<file path="src/rtl/regbank_wb_queue.sv">
// Write-back queue feeding the 32x32 register bank's single write port.
// Accepts up to two results per cycle (load unit first, then ALU), drains one
// entry per cycle in arrival order, and forwards still-pending results onto
// both read paths so consumers never observe stale bank data.
module regbank_wb_queue #(
    parameter int DEPTH = 4,
    parameter int AW    = 5,
    parameter int DW    = 32
) (
    input  logic          clk,
    input  logic          reset,
    input  logic          mem_valid,
    input  logic [AW-1:0] mem_dr,
    input  logic [DW-1:0] mem_data,
    output logic          mem_ready,
    input  logic          alu_valid,
    input  logic [AW-1:0] alu_dr,
    input  logic [DW-1:0] alu_data,
    output logic          alu_ready,
    output logic          write,
    output logic [AW-1:0] dr,
    output logic [DW-1:0] wrData,
    input  logic [AW-1:0] sr1,
    input  logic [AW-1:0] sr2,
    input  logic [DW-1:0] bank_rd1,
    input  logic [DW-1:0] bank_rd2,
    output logic [DW-1:0] rdData1,
    output logic [DW-1:0] rdData2,
    output logic          fwd1,
    output logic          fwd2
);

    localparam int PW = (DEPTH > 1) ? $clog2(DEPTH) : 1;
    localparam int CW = $clog2(DEPTH + 1);
    localparam logic [CW:0] DEPTH_C = DEPTH[CW:0];
    localparam logic [CW:0] ONE_C   = 1;

    logic [PW-1:0] head_q, head_d;
    logic [PW-1:0] tail_q, tail_d;
    logic [CW-1:0] count_q, count_d;

    logic [CW:0]   free_slots;
    logic          push_mem;
    logic          push_alu;
    logic          pop;
    logic [PW-1:0] alu_slot;

    logic [AW-1:0] ent_dr   [DEPTH];
    logic [DW-1:0] ent_data [DEPTH];
    logic [PW-1:0] off_idx  [DEPTH];
    logic          off_valid[DEPTH];

    // The head is popped every nonempty cycle, so its slot already counts as free.
    assign pop        = (count_q != '0);
    assign free_slots = DEPTH_C - {1'b0, count_q} + {{CW{1'b0}}, pop};
    assign mem_ready  = (free_slots >= ONE_C);
    // Load unit has priority for the last free slot.
    assign alu_ready  = (free_slots >= (ONE_C + {{CW{1'b0}}, (mem_valid && mem_ready)}));

    assign push_mem = mem_valid && mem_ready;
    assign push_alu = alu_valid && alu_ready;
    // The load is the older instruction, so the ALU entry lands behind it.
    assign alu_slot = tail_q + PW'(push_mem);

    // Next-state for pointers and occupancy; pointers wrap naturally (power-of-two depth).
    always_comb begin
        head_d  = head_q + PW'(pop);
        tail_d  = tail_q + PW'(push_mem) + PW'(push_alu);
        count_d = count_q + CW'(push_mem) + CW'(push_alu) - CW'(pop);
    end

    // Queue control state register.
    always_ff @(posedge clk or posedge reset) begin
        if (reset) begin
            head_q  <= '0;
            tail_q  <= '0;
            count_q <= '0;
        end else begin
            head_q  <= head_d;
            tail_q  <= tail_d;
            count_q <= count_d;
        end
    end

    for (genvar gi = 0; gi < DEPTH; gi++) begin : g_entry
        logic [AW-1:0] dr_q;
        logic [DW-1:0] data_q;

        // Capture a load or ALU result when this slot is its push target.
        always_ff @(posedge clk or posedge reset) begin
            if (reset) begin
                dr_q   <= '0;
                data_q <= '0;
            end else if (push_mem && (tail_q == PW'(gi))) begin
                dr_q   <= mem_dr;
                data_q <= mem_data;
            end else if (push_alu && (alu_slot == PW'(gi))) begin
                dr_q   <= alu_dr;
                data_q <= alu_data;
            end
        end

        assign ent_dr[gi]    = dr_q;
        assign ent_data[gi]  = data_q;
        // Offset gi from the head: physical slot and whether it holds a live entry.
        assign off_idx[gi]   = head_q + PW'(gi);
        assign off_valid[gi] = (CW'(gi) < count_q);
    end

    // Bank write port is driven straight from the head entry (state only).
    assign write  = pop;
    assign dr     = ent_dr[head_q];
    assign wrData = ent_data[head_q];

    // Forwarding: scan oldest to youngest so the youngest matching entry wins.
    always_comb begin
        rdData1 = bank_rd1;
        rdData2 = bank_rd2;
        fwd1    = 1'b0;
        fwd2    = 1'b0;
        for (int k = 0; k < DEPTH; k++) begin
            if (off_valid[k] && (ent_dr[off_idx[k]] == sr1)) begin
                rdData1 = ent_data[off_idx[k]];
                fwd1    = 1'b1;
            end
            if (off_valid[k] && (ent_dr[off_idx[k]] == sr2)) begin
                rdData2 = ent_data[off_idx[k]];
                fwd2    = 1'b1;
            end
        end
    end

endmodule

</file>
<file path="config.mk">
export PLATFORM = sky130hd
export DESIGN_NAME = regbank_wb_queue
export DESIGN_NICKNAME = d
export VERILOG_FILES = /design/src/rtl/regbank_wb_queue.sv
export SDC_FILE = /design/constraint.sdc
export NUM_CORES = 1
export LEC_CHECK = 0
export CAP_MARGIN = 5
export CORE_AREA = 2 2 188 190
export CTS_CLUSTER_SIZE = 8
export DETAILED_ROUTE_END_ITERATION = 16
export DIE_AREA = 0 0 190 192
export PLACE_DENSITY_LB_ADDON = 0.05
export SLEW_MARGIN = 20
export SYNTH_ARGS = -nofsm -noshare
export SYNTH_HDL_FRONTEND = slang
export SYNTH_SLANG_ARGS = --single-unit
</file>
<file path="constraint.sdc">
create_clock -name clk -period 4.8 [get_ports clk]
set_clock_uncertainty 0.1 [all_clocks]
set_input_delay 0.96 -clock clk [delete_from_list [all_inputs] [get_ports clk]]
set_output_delay 0.96 -clock clk [all_outputs]
set_load 0.1 [all_outputs]
</file>
==> run summary, run 1 <==
The run finished with clean final reports. The slew at the pin with the worst max-slew slack is 1020 ps. Hold is met by 491 ps.

The worst reg2reg path depth is 14. The leftover overflow at the end of global routing was 0; the total CTS buffers was 17. The tools report the relative slew slack as 0.322. After detailed routing, the number of remaining DRC violations is 0. The depth of the CTS H-tree was 4; the maximum operating frequency was 0.215 GHz.

Of all cell types, the one taking the most synthesized area is dfrtp_1. Once detailed placement completed, the half-perimeter wirelength came to 34100 um. The number of nets in the synthesized netlist is 1784. The global-route wire length before repair is 76400 um, and the pin count of the biggest net entering global routing is 134. Top cell type's share of synthesized area: 0.284.

Setup violations remaining at the end of the flow were counted as 0. The synthesized netlist contains 48 unique library cells. Counting every instance in the synthesized netlist gives 1622. The latest clock arrival within the worst-skew pair was 450 ps. TritonCTS built the clock tree. Setup repair after global routing left no endpoint under its margin. The first detailed-routing pass ran for 5 iterations. In the final routed layout, each cell accounts on average for 22.0 um. The run gives 9440 um2 as the total area of multi-input combinational cells. The floorplan step defined a die boundary enclosing 36500 um2. The area growth from synthesis to layout is 34.0%. Averaged over all synthesized cells, the footprint is 8.43 um2. The overall die height was 192 um. The worst setup path is captured at an output pin. In this run the remaining antenna-violating nets after routing total 0. Ranked by total cell area, the synthesized netlist is headed by dfrtp_1 (28%), mux2i_1 (20%), a21oi_1 (6.6%).

The tools report the kind of start point of the critical path as an input pin. The time the worst path needs with I/O delays and setup is 4650 ps. Final-layout fill cell count: 3156. At the end of routability-driven placement, the weighted congestion stood at 0.878.

The run gives 0 as the number of warning messages in the yosys log. The count of cells along the worst hold path was 2; the combined area of all synthesized cells was 13700 um2. The hold violation count in the final report is 0. The clock transition time at the flip-flop clock pins of the worst setup and hold paths is 70 ps. The run gives 0.284 as the part of the Yosys area used for sequential elements.

The logs give 0.399 for the starting density of the core and 155 for the CTS sink count. The run gives 738 as the starting DRC count in detailed routing. The total of flip-flops plus latches after synthesis was 155. Summing all placed instances gives a cell area of 17700 um2. The class of the most critical hold timing path was flip-flop to flip-flop. The largest fanout on the critical path came out at 25. Buffers inserted to repair hold after CTS numbered 0. The run gives 2 as the buffer depth of the longest clock path. Summing all flip-flop and latch instances after layout gives 3890 um2. The proportion of layout cells with a drive suffix above 1 was 0.183; the signal arrival time at the worst endpoint was 3590 ps.

Wires add up to 50000 um. The logs give 18300 um2 for the post-route cell area and 147 ps for the final worst slack. The global routing usage summed across all routing layers was 0.275. The master cell of the clock root buffer is clkbuf_16.

The standard-cell row count is 68. Detailed-route vias per instance: 5.69. Required time of the critical path: 3740 ps. Share of the clock period used by the worst path after layout: 0.969. The critical path is of the input pin to output pin type. The post-layout net count is 1962, and the initial antenna violation count is 6. After floorplanning, the core was sized to cover 34300 um2.

The logs give 0 for the number of slew-limit violations in the final report and 12.9k for the vias after detailed routing. In this run the count of I/O pins placed on the die edge is 258. The number of violations of the max-capacitance limit is 0, and the horizontal die dimension is 190 um. At the placement stage, the worst setup path has a slack of 170 ps. The number of global-route vias before repair is 12.8k. The count of buffers added on input and output ports is 257.
-- logic make-up (layout without fill, tap and decap cells) --
group                      Yosys count  count (layout)  share of synthesized area
xor gates and xnor gates            46              46                     0.0295
other                                0               2                          0
AOI/OAI and AO/OA                  455             455                      0.189
muxes                              355             355                      0.292
buffers and inverters              169             360                     0.0570
DFF                                155             155                      0.284
adders and majority gates           10              10                     0.0103
and+or+nand+nor                    432             432                      0.138
-- Yosys cell counts (all sizes together) --
library cell / instances
nand2b: 1
clkbuf: 91
mux2: 55
mux2i: 273
nand2: 158
a22oi: 2
nor3: 24
o211ai: 5
fa: 2
o22a: 20
a2111oi: 2
nor2b: 26
inv: 22
mux4: 27
clkinv: 1
a21oi: 179
a2bb2oi: 10
a211oi: 22
dfrtp: 155
and2: 9
buf: 55
or2: 2
o31a: 12
o21ai: 163
and3: 6
ha: 8
or3: 15
o21a: 5
or4: 5
a31oi: 33
nand4: 5
xor2: 14
nand3: 24
a211o: 1
o41ai: 1
nor2: 154
xnor2: 32
nor4: 3
-- worst max-delay path, cell delays in order --
cell	delay, ps
clkdlybuf4s50_1	640
xnor2_1	150
a2111oi_2	240
a21oi_1	120
a2111oi_4	370
buf_12	260
nor3_1	80
or4_1	540
buf_12	200
-- cells in the final DEF, fill, tap and decap left out, types with 12 or more instances in the layout --
| cell | n |
|---|---|
| a211oi_1 | 22 |
| a21oi_1 | 171 |
| a31oi_1 | 33 |
| buf_12 | 84 |
| buf_4 | 66 |
| clkbuf_16 | 17 |
| clkdlybuf4s50_1 | 153 |
| dfrtp_1 | 153 |
| inv_1 | 21 |
| mux2_2 | 55 |
| mux2i_1 | 263 |
| mux4_2 | 22 |
| nand2_1 | 153 |
| nand3_1 | 18 |
| nor2_1 | 152 |
| nor2b_1 | 26 |
| nor3_1 | 21 |
| o21ai_0 | 143 |
| o21ai_2 | 14 |
| o22a_1 | 20 |
| o31a_1 | 12 |
| or3_1 | 14 |
| xnor2_1 | 32 |
| xor2_1 | 14 |
-- final cells by class --
| class | instances | area share |
|---|---|---|
| multi-input cells | 1298 | 0.515 |
| inverters | 23 | 0.00506 |
| clock buffers | 17 | 0.0232 |
| flip-flops and latches | 155 | 0.212 |
| clock inverters | 15 | 0.00909 |
| well taps | 455 | 0.0311 |
| repair buffers | 305 | 0.204 |
| diodes | 2 | 0.000273 |
-- worst paths after layout --
kind | start | to | slack [ps]
worst max register to register | count_q[2] | g_entry[1].data_q[29] | 900
min in group asynchronous | reset | g_entry[2].data_q[6] | 930
worst min-delay path | g_entry[1].data_q[20] | g_entry[1].data_q[20] | 490
worst max-delay path | sr1[0] | rdData1[11] | 150
max in group asynchronous | reset | g_entry[3].data_q[28] | 2710
worst min register to register | g_entry[1].data_q[20] | g_entry[1].data_q[20] | 490
-- per-stage QoR --
stage | setup TNS (ps) | std cells | util
global placement | 0 | 2234 | 0.516
CTS | 0 | 2266 | 0.533
floorplan | -3040 | 1622 | -
detailed placement | 0 | 2234 | 0.516
finish | 0 | 2270 | 0.534
global route | 0 | 2269 | 0.534
-- what timing repair did --
item,in CTS,in global routing
setup endpoints to repair,2,20
setup buffers,0,2
gates resized for setup,2,0
-- flip-flops by register name, indices dropped and copies added, names as in the netlist --
signal,flops
count_q,3
g_entry.data_q,128
head_q,2
g_entry.dr_q,20
tail_q,2
-- metal layers --
layer	GRT usage	vias up	part of all wire
met3	0.0565	72	0.061
met1	0.358	6197	0.44
met5	0	-	0.0011
met4	0.0939	8	0.026
li1	-	6230	-
met2	0.456	420	0.47
Power of run 1 is not shown: default switching activity piles up to over one toggle a cycle in this logic, so the estimate is an artifact.
==> run 2, diff against run 1 <==
--- a/config.mk
+++ b/config.mk
@@ -7,6 +7,7 @@
 export LEC_CHECK = 0
 export CAP_MARGIN = 5
 export CORE_AREA = 2 2 188 190
+export CTS_CLUSTER_DIAMETER = 50
 export CTS_CLUSTER_SIZE = 8
 export DETAILED_ROUTE_END_ITERATION = 16
 export DIE_AREA = 0 0 190 192
==> results of run 2 <==
No change in the layout: final DEF, timing and power equal those of run 1.
Power of run 2 is left out for the same reason.
